[config.mk]
export PLATFORM = sky130hd
export DESIGN_NAME = id_ex_stage_flat
export DESIGN_NICKNAME = d
export VERILOG_FILES = /design/src/rtl/pipeline_pkg.sv /design/src/rtl/id_ex_stage_if.sv /design/src/rtl/id_ex_stage_hazard_detect.sv /design/src/rtl/id_ex_stage.sv /design/src/flat_wrapper.sv
export SDC_FILE = /design/constraint.sdc
export NUM_CORES = 1
export LEC_CHECK = 0
export BUFFER_PORTS_ARGS = -buffer_cell sky130_fd_sc_hd__buf_2
export CORE_MARGIN = 2
export CORE_UTILIZATION = 50
export CTS_CLUSTER_DIAMETER = 50
export DETAILED_ROUTE_END_ITERATION = 10
export PLACE_DENSITY_LB_ADDON = 0.1
export SETUP_SLACK_MARGIN = 0.3
export SLEW_MARGIN = 10
export SYNTH_ARGS = -nofsm -noshare
export SYNTH_HDL_FRONTEND = slang
export SYNTH_SLANG_ARGS = --single-unit
[constraint.sdc]
create_clock -name clk_i -period 2.1 [get_ports clk_i]
set_input_delay 0.105 -clock clk_i [delete_from_list [all_inputs] [get_ports clk_i]]
set_output_delay 0.105 -clock clk_i [all_outputs]
set_load 0.01 [all_outputs]
[src/rtl/pipeline_pkg.sv]
// Shared definitions for the ID/EX stage: control field layout, FSM encoding and the bubble constant.
package pipeline_pkg;

    localparam int unsigned WB_W = 2;
    localparam int unsigned M_W  = 2;
    localparam int unsigned EX_W = 4;

    localparam int unsigned WB_REGWRITE = 1;
    localparam int unsigned WB_MEMTOREG = 0;
    localparam int unsigned M_MEMREAD   = 1;
    localparam int unsigned M_MEMWRITE  = 0;
    localparam int unsigned EX_REGDST   = 3;
    localparam int unsigned EX_ALUSRC   = 2;
    localparam int unsigned EX_ALUOP_LO = 0;

    typedef enum logic {
        RUN   = 1'b0,
        STALL = 1'b1
    } state_t;

    typedef struct packed {
        logic [WB_W-1:0] wb;
        logic [M_W-1:0]  m;
        logic [EX_W-1:0] ex;
    } ctrl_t;

    localparam ctrl_t BUBBLE = '0;

endpackage

[src/rtl/id_ex_stage_if.sv]
// ID-side inputs and EX-side outputs of the ID/EX stage; slave = the stage, master = its environment.
interface id_ex_stage_if
    import pipeline_pkg::*;
#(
    parameter int unsigned DW = 32,
    parameter int unsigned AW = 5
);
    logic [AW-1:0]   IFID_RsAddr_i;
    logic [AW-1:0]   IFID_RtAddr_i;
    logic [AW-1:0]   IFID_RdAddr_i;
    logic [WB_W-1:0] ID_WB_i;
    logic [M_W-1:0]  ID_M_i;
    logic [EX_W-1:0] ID_EX_i;
    logic [DW-1:0]   ID_RsData_i;
    logic [DW-1:0]   ID_RtData_i;
    logic [DW-1:0]   ID_Imm_i;
    logic            flush_i;
    logic            freeze_i;

    logic [WB_W-1:0] IDEX_WB_o;
    logic [M_W-1:0]  IDEX_M_o;
    logic [EX_W-1:0] IDEX_EX_o;
    logic [DW-1:0]   IDEX_RsData_o;
    logic [DW-1:0]   IDEX_RtData_o;
    logic [DW-1:0]   IDEX_Imm_o;
    logic [AW-1:0]   IDEX_RsAddr_o;
    logic [AW-1:0]   IDEX_RtAddr_o;
    logic [AW-1:0]   IDEX_RdAddr_o;
    logic            PCWrite_o;
    logic            IFIDWrite_o;
    logic            bubble_o;

    modport master (
        output IFID_RsAddr_i, IFID_RtAddr_i, IFID_RdAddr_i,
        output ID_WB_i, ID_M_i, ID_EX_i,
        output ID_RsData_i, ID_RtData_i, ID_Imm_i,
        output flush_i, freeze_i,
        input  IDEX_WB_o, IDEX_M_o, IDEX_EX_o,
        input  IDEX_RsData_o, IDEX_RtData_o, IDEX_Imm_o,
        input  IDEX_RsAddr_o, IDEX_RtAddr_o, IDEX_RdAddr_o,
        input  PCWrite_o, IFIDWrite_o, bubble_o
    );

    modport slave (
        input  IFID_RsAddr_i, IFID_RtAddr_i, IFID_RdAddr_i,
        input  ID_WB_i, ID_M_i, ID_EX_i,
        input  ID_RsData_i, ID_RtData_i, ID_Imm_i,
        input  flush_i, freeze_i,
        output IDEX_WB_o, IDEX_M_o, IDEX_EX_o,
        output IDEX_RsData_o, IDEX_RtData_o, IDEX_Imm_o,
        output IDEX_RsAddr_o, IDEX_RtAddr_o, IDEX_RdAddr_o,
        output PCWrite_o, IFIDWrite_o, bubble_o
    );

endinterface

[src/rtl/id_ex_stage_hazard_detect.sv]
// Load-use hazard detection: a load in EX whose rt is read by the instruction in ID.
module hazard_detect #(
    parameter int unsigned AW = 5
) (
    input  logic          run,
    input  logic          ex_mem_read,
    input  logic [AW-1:0] ex_rt,
    input  logic [AW-1:0] id_rs,
    input  logic [AW-1:0] id_rt,
    output logic          haz
);

    // $0 is hard-wired to zero, so a load targeting it never creates a dependency.
    assign haz = run & ex_mem_read & (ex_rt != '0)
               & ((ex_rt == id_rs) | (ex_rt == id_rt));

endmodule

[src/rtl/id_ex_stage.sv]
// ID/EX pipeline register with load-use bubble insertion, branch flush and global freeze.
module id_ex_stage
    import pipeline_pkg::*;
#(
    parameter int unsigned DW         = 32,
    parameter int unsigned AW         = 5,
    parameter int unsigned LU_BUBBLES = 1
) (
    input  logic         clk_i,
    input  logic         rst_i,
    id_ex_stage_if.slave bus
);

    localparam int unsigned CW = $clog2(LU_BUBBLES + 1);

    state_t        state;
    logic [CW-1:0] cnt;
    ctrl_t         ctrl_q;
    logic [DW-1:0] rs_data_q;
    logic [DW-1:0] rt_data_q;
    logic [DW-1:0] imm_q;
    logic [AW-1:0] rs_addr_q;
    logic [AW-1:0] rt_addr_q;
    logic [AW-1:0] rd_addr_q;
    logic          bubble_q;
    logic          run;
    logic          haz;

    assign run = (state == RUN);

    hazard_detect #(.AW(AW)) u_hazard_detect (
        .run         (run),
        .ex_mem_read (ctrl_q.m[M_MEMREAD]),
        .ex_rt       (rt_addr_q),
        .id_rs       (bus.IFID_RsAddr_i),
        .id_rt       (bus.IFID_RtAddr_i),
        .haz         (haz)
    );

    // Flush must let the redirect through even mid-stall; freeze overrides everything.
    assign bus.PCWrite_o   = ~bus.freeze_i & (bus.flush_i | (run & ~haz));
    assign bus.IFIDWrite_o = ~bus.freeze_i & (bus.flush_i | (run & ~haz));

    always_ff @(posedge clk_i) begin
        if (rst_i) begin
            state     <= RUN;
            cnt       <= '0;
            ctrl_q    <= BUBBLE;
            rs_data_q <= '0;
            rt_data_q <= '0;
            imm_q     <= '0;
            rs_addr_q <= '0;
            rt_addr_q <= '0;
            rd_addr_q <= '0;
            bubble_q  <= 1'b1;
        end else if (bus.freeze_i) begin
            state <= state;
        end else if (bus.flush_i || haz || (state == STALL)) begin
            ctrl_q    <= BUBBLE;
            rs_data_q <= '0;
            rt_data_q <= '0;
            imm_q     <= '0;
            rs_addr_q <= '0;
            rt_addr_q <= '0;
            rd_addr_q <= '0;
            bubble_q  <= 1'b1;
            if (bus.flush_i) begin
                state <= RUN;
                cnt   <= '0;
            end else if (state == RUN) begin
                // First bubble of a hazard; further bubbles are counted down in STALL.
                if (LU_BUBBLES > 1) begin
                    state <= STALL;
                    cnt   <= CW'(LU_BUBBLES - 1);
                end
            end else begin
                cnt <= cnt - CW'(1);
                if (cnt == CW'(1)) begin
                    state <= RUN;
                end
            end
        end else begin
            ctrl_q.wb <= bus.ID_WB_i;
            ctrl_q.m  <= bus.ID_M_i;
            ctrl_q.ex <= bus.ID_EX_i;
            rs_data_q <= bus.ID_RsData_i;
            rt_data_q <= bus.ID_RtData_i;
            imm_q     <= bus.ID_Imm_i;
            rs_addr_q <= bus.IFID_RsAddr_i;
            rt_addr_q <= bus.IFID_RtAddr_i;
            rd_addr_q <= bus.IFID_RdAddr_i;
            bubble_q  <= 1'b0;
        end
    end

    assign bus.IDEX_WB_o     = ctrl_q.wb;
    assign bus.IDEX_M_o      = ctrl_q.m;
    assign bus.IDEX_EX_o     = ctrl_q.ex;
    assign bus.IDEX_RsData_o = rs_data_q;
    assign bus.IDEX_RtData_o = rt_data_q;
    assign bus.IDEX_Imm_o    = imm_q;
    assign bus.IDEX_RsAddr_o = rs_addr_q;
    assign bus.IDEX_RtAddr_o = rt_addr_q;
    assign bus.IDEX_RdAddr_o = rd_addr_q;
    assign bus.bubble_o      = bubble_q;

endmodule
[src/flat_wrapper.sv]
// flat-port wrapper written by rule: the top's interface ports become plain ports
module id_ex_stage_flat import pipeline_pkg::*;
#(
    parameter int unsigned DW         = 32,
    parameter int unsigned AW         = 5,
    parameter int unsigned LU_BUBBLES = 1
)
  (clk_i, rst_i, bus_IFID_RsAddr_i, bus_IFID_RtAddr_i, bus_IFID_RdAddr_i, bus_ID_WB_i, bus_ID_M_i, bus_ID_EX_i, bus_ID_RsData_i, bus_ID_RtData_i, bus_ID_Imm_i, bus_flush_i, bus_freeze_i, bus_IDEX_WB_o, bus_IDEX_M_o, bus_IDEX_EX_o, bus_IDEX_RsData_o, bus_IDEX_RtData_o, bus_IDEX_Imm_o, bus_IDEX_RsAddr_o, bus_IDEX_RtAddr_o, bus_IDEX_RdAddr_o, bus_PCWrite_o, bus_IFIDWrite_o, bus_bubble_o);
  id_ex_stage_if #(.DW(DW), .AW(AW)) bus_i ();
  input  logic clk_i;
  input  logic rst_i;
  input wire logic [$bits(bus_i.IFID_RsAddr_i)-1:0] bus_IFID_RsAddr_i;
  input wire logic [$bits(bus_i.IFID_RtAddr_i)-1:0] bus_IFID_RtAddr_i;
  input wire logic [$bits(bus_i.IFID_RdAddr_i)-1:0] bus_IFID_RdAddr_i;
  input wire logic [$bits(bus_i.ID_WB_i)-1:0] bus_ID_WB_i;
  input wire logic [$bits(bus_i.ID_M_i)-1:0] bus_ID_M_i;
  input wire logic [$bits(bus_i.ID_EX_i)-1:0] bus_ID_EX_i;
  input wire logic [$bits(bus_i.ID_RsData_i)-1:0] bus_ID_RsData_i;
  input wire logic [$bits(bus_i.ID_RtData_i)-1:0] bus_ID_RtData_i;
  input wire logic [$bits(bus_i.ID_Imm_i)-1:0] bus_ID_Imm_i;
  input wire logic [$bits(bus_i.flush_i)-1:0] bus_flush_i;
  input wire logic [$bits(bus_i.freeze_i)-1:0] bus_freeze_i;
  output wire logic [$bits(bus_i.IDEX_WB_o)-1:0] bus_IDEX_WB_o;
  output wire logic [$bits(bus_i.IDEX_M_o)-1:0] bus_IDEX_M_o;
  output wire logic [$bits(bus_i.IDEX_EX_o)-1:0] bus_IDEX_EX_o;
  output wire logic [$bits(bus_i.IDEX_RsData_o)-1:0] bus_IDEX_RsData_o;
  output wire logic [$bits(bus_i.IDEX_RtData_o)-1:0] bus_IDEX_RtData_o;
  output wire logic [$bits(bus_i.IDEX_Imm_o)-1:0] bus_IDEX_Imm_o;
  output wire logic [$bits(bus_i.IDEX_RsAddr_o)-1:0] bus_IDEX_RsAddr_o;
  output wire logic [$bits(bus_i.IDEX_RtAddr_o)-1:0] bus_IDEX_RtAddr_o;
  output wire logic [$bits(bus_i.IDEX_RdAddr_o)-1:0] bus_IDEX_RdAddr_o;
  output wire logic [$bits(bus_i.PCWrite_o)-1:0] bus_PCWrite_o;
  output wire logic [$bits(bus_i.IFIDWrite_o)-1:0] bus_IFIDWrite_o;
  output wire logic [$bits(bus_i.bubble_o)-1:0] bus_bubble_o;
  assign bus_i.IFID_RsAddr_i = bus_IFID_RsAddr_i;
  assign bus_i.IFID_RtAddr_i = bus_IFID_RtAddr_i;
  assign bus_i.IFID_RdAddr_i = bus_IFID_RdAddr_i;
  assign bus_i.ID_WB_i = bus_ID_WB_i;
  assign bus_i.ID_M_i = bus_ID_M_i;
  assign bus_i.ID_EX_i = bus_ID_EX_i;
  assign bus_i.ID_RsData_i = bus_ID_RsData_i;
  assign bus_i.ID_RtData_i = bus_ID_RtData_i;
  assign bus_i.ID_Imm_i = bus_ID_Imm_i;
  assign bus_i.flush_i = bus_flush_i;
  assign bus_i.freeze_i = bus_freeze_i;
  assign bus_IDEX_WB_o = bus_i.IDEX_WB_o;
  assign bus_IDEX_M_o = bus_i.IDEX_M_o;
  assign bus_IDEX_EX_o = bus_i.IDEX_EX_o;
  assign bus_IDEX_RsData_o = bus_i.IDEX_RsData_o;
  assign bus_IDEX_RtData_o = bus_i.IDEX_RtData_o;
  assign bus_IDEX_Imm_o = bus_i.IDEX_Imm_o;
  assign bus_IDEX_RsAddr_o = bus_i.IDEX_RsAddr_o;
  assign bus_IDEX_RtAddr_o = bus_i.IDEX_RtAddr_o;
  assign bus_IDEX_RdAddr_o = bus_i.IDEX_RdAddr_o;
  assign bus_PCWrite_o = bus_i.PCWrite_o;
  assign bus_IFIDWrite_o = bus_i.IFIDWrite_o;
  assign bus_bubble_o = bus_i.bubble_o;
  id_ex_stage #(.DW(DW), .AW(AW), .LU_BUBBLES(LU_BUBBLES)) u_core (.clk_i(clk_i), .rst_i(rst_i), .bus(bus_i));
endmodule
==> results.txt <==
----------------------------------------------------
[Synth]
  Post-synthesis average cell area ... 8.82 µm²
  Area fraction in and, or, nand and nor cells after synthesis ... between 20% and 30%
  Post-synthesis xor/xnor area fraction ... 1.37%
  Synth area leaders ... dfxtp_1 (38%), nand3b_1 (14%), nor3b_1 (14%)
  Mux share of post-synthesis cell area ... 0%
  Gate count of the mapped netlist ... slightly above 700
  Flops & latches, synth ... around 120
  Number of synthesis warnings ... 0
  Synthesized-area fraction occupied by ao, oa, aoi and oai cells ... 24.0%
  Mapped Nets ... 849
  Portion of the post-synthesis area used by sequential elements ... 38.1%
  Distinct cell type count after synthesis ... 26
  Dominant combinational cell family by area after synthesis ... simple AND/OR/NAND/NOR gates
  Area share of fa/ha/maj cells after synthesis ... 0%
  Cell area after technology mapping ... 0.00640 mm²
  Synth area leader ... dfxtp_1
  Post-synth top area share ... 38.1%

[Critical path]
  CP delay by family, top ... simple AND/OR/NAND/NOR gates
  R2R cell count ... 7
  Worst path cell trace ... or4_4 > o21ai_4 > buf_12 > nor2_4 > a221oi_4 > buf_2
  Logic depth of the worst setup path including buffers ... 6
  FF-to-FF Start ... u_core.bus.IDEX_RtAddr_o[2]
  CP endpoint kind ... output port
  Startpoint type of the worst setup path ... flip-flop
  Number of buffers and inverters on the critical path ... 2
  Critical path endpoint ... bus_PCWrite_o
  Critical path launch point ... u_core.bus.IDEX_RtAddr_o[2]
  Largest fanout of any net on the critical path ... 2
  Slowest-stage cell, CP ... or4_4
  Largest incremental delay on the critical path ... 0.54 ns
  Setup slack of the worst register-to-register path ... approximately 0.22 ns
  Critical Path AT ... about 2.1 ns
  Critical path class ... reg2out
  Required time at the worst-slack endpoint ... around 2 ns
  Destination of the worst register-to-register timing path ... u_core.bus.IDEX_Imm_o[26]

[GRT]
  Total routing usage reported by global routing ... slightly above 30%
  Pin count of the biggest net entering global routing ... 90
  First-pass GRT wire length ... between 30000 and 40000 µm
  Overflow left after global routing ... 0
  Number of global-route vias before repair ... around 6.8k
  Antenna violations before repair ... 2

[Power]
  Highest ir drop seen on vdd ... between 0.5 and 0.6 mV
  P per Cell Area ... a little under 700 mW/mm²
  Overall power of the completed layout ... between 6 and 7 mW
  Leakage ... 3.83 nW

[Cells and area]
  Area growth syn-to-layout ... 52.0%
  Fraction of final layout cells sized beyond drive strength 1 ... 29.8%
  Area of the multi-input gates ... about 0.0036 mm²
  Filler cells ... between 800 and 900
  Most frequent cells in the layout ... buf_2 (243), nand3b_1 (120), a22oi_1 (119), dfxtp_1 (119), dlygate4sd3_1 (117)
  Register Area ... 0.00245 mm²
  Commonest non-fill, non-tap cell in the layout ... buf_2
  Number of nets in the layout ... 1163
  Utilization of the core after routing ... 77.4%

[Drt]
  Iteration-0 DRC Markers ... 734
  Total wirelength of the detailed-routed design ... 22700 µm
  Remaining antenna violation count ... 0
  Detail-routed net length per standard cell ... 18.5 µm
  Residual DRC ... 0
  Vias per inst ... 5.95
  Via count ... about 7.3k
  Number of iterations in the first detailed-routing pass ... 5

[Flow run]
  Max-capacitance violation count ... 0

[STA]
  Hold slack ... 0.0315 ns
  Count of final max-slew check failures ... 0
  Final setup vio count ... 2
  Number of failing hold endpoints at the final stage ... 0
  Worst clock skew ... 0.00856 ns
  Setup Total Neg Slack ... -0.154 ns
  Maximum clock frequency ... 459 MHz
  Shortest period the worst path allows ... 2.18 ns
  Final critical-path share of the clock period ... 104%
  Setup ws final ... -0.0807 ns
  RSZ-0062 raised after global routing ... yes
  Transition time at the pin with the least slew margin ... 0.547 ns
  Worst slew margin ... 63.5%

[Min path]
  Hold-critical path depth ... 3
  Min-delay worst type ... in2reg

[Clocking]
  CTS max path bufs ... 2
  Clock insertion delay at the later pin of the skew report ... just over 0.4 ns
  Clock sink count ... 122
  Clock tree root driver cell ... clkbuf_16
  Number of buffers created by CTS ... 17
  Clock slew at reported path FFs ... around 0.050 ns
  CTS H-Tree Depth ... 4
  Clock tree from TritonCTS ... done

[Floorplanning]
  Number of rows in the core area ... 41
  Die height ... 117 µm
  Chip width ... 117 µm
  Ports placed on the boundary ... between 200 and 250
  Starting utilization of the core area ... slightly above 50%
  Die ar. ... roughly 0.014 mm²
  CORE AREA ... 0.0126 mm²

[Run status]
  Violations in the final reports ... setup timing
  Outcome ... finished with violations

[Placement]
  Routability-driven placement congestion ratio ... approximately 0.77
  Hpwl dp ... 11800 µm
  Pre-CTS WS ... ~0.16 ns
  Buffers on Ports ... 244

----------------------------------------------------
## worst min-delay path by stage
stage	startpoint	to	slack, ns
6_report	bus_ID_Imm_i[26]	u_core.bus.IDEX_Imm_o[26]	0.03
5_1_grt	bus_ID_Imm_i[26]	u_core.bus.IDEX_Imm_o[26]	0.04
4_1_cts	bus_ID_Imm_i[19]	u_core.bus.IDEX_Imm_o[19]	0.009
3_5_place_dp	bus_ID_RtData_i[11]	u_core.bus.IDEX_RtData_o[11]	0.39
3_3_place_gp	bus_ID_RsData_i[10]	u_core.bus.IDEX_RsData_o[10]	0.38
2_1_floorplan	bus_freeze_i	bus_IFIDWrite_o	0.23
## cell families after synthesis
group                  count (synthesis)
XOR/XNOR                              10
AND/OR/NAND/NOR                      255
AO/OA/AOI/OAI                        244
flip-flops                           122
buffers and inverters                 95
## synthesized netlist by cell type
cell      number
dfxtp_1      122
nand3b_1     120
nor3b_1      120
a22oi_1      119
o21ai_0      109
clkbuf_1      72
buf_6         11
o21ai_1       11
xnor2_1       10
buf_2          5
nor2_1         4
buf_1          3
buf_4          3
nor2b_1        3
nand2_1        2
nand3_1        2
a21oi_1        1
a221o_1        1
a221oi_2       1
inv_1          1
nand2b_1       1
nor3_1         1
o21ai_2        1
o22ai_1        1
or3_1          1
or4_1          1
## stage by stage
| step | cell area, µm² | cells |
|---|---|---|
| floorplan | 6440 | 726 |
| global placement | 7680 | 1062 |
| detailed placement | 7680 | 1062 |
| CTS | 9480 | 1214 |
| global route | 9730 | 1225 |
| finish | 9730 | 1225 |
## power by group
part	total, mW	switching (mW)	leakage [nW]	internal, mW
logic	1.40	0.717	2.57	0.681
clock network	2.62	0.969	0.260	1.65
registers	2.60	0.0994	1.01	2.50
## metal layers
| layer | global-route usage [%] | share of wire [%] | up-vias |
|---|---|---|---|
| met3 | 7.21 | 6.9 | 73 |
| met1 | 36.8 | 40 | 3480 |
| met4 | 17.1 | 3.8 | 0 |
| li1 | - | - | 3365 |
| met5 | 0 | 0 | - |
| met2 | 50.3 | 49 | 367 |
## flip-flops by register name, summed over array words and instances (netlist names)
register / cells
u_core.bus.IDEX_EX_o: 4
u_core.bus.bubble_o: 1
u_core.bus.IDEX_RsAddr_o: 5
u_core.bus.IDEX_M_o: 2
u_core.cnt: 1
u_core.bus.IDEX_RtAddr_o: 5
u_core.bus.IDEX_RtData_o: 32
u_core.bus.IDEX_Imm_o: 32
u_core.bus.IDEX_WB_o: 2
u_core.state: 1
u_core.bus.IDEX_RsData_o: 32
u_core.bus.IDEX_RdAddr_o: 5
## tightest hold or removal path, stage by stage
cell	delay [ns]
buf_2	0.10
nand3b_1	0.07
o21ai_0	0.09
## timing repair
item                       CTS  global route
setup buffers                3             1
resized for setup            5            18
gates cloned                 2             8
hold endpoints to repair   117             0
hold buffers               117             0
pin swaps                    1             0
setup endpoints to repair   28           104
## layout make-up
class	count	share of cell area [%]
clock buffers	28	5.31
well taps	172	2.21
inverters	1	0.0386
diodes	2	0.0514
multi-input cells	509	37.0
flip-flops and latches	122	25.2
clock inverters	2	0.103
repair buffers	389	30.2
Power figures use the tool's default switching activity.
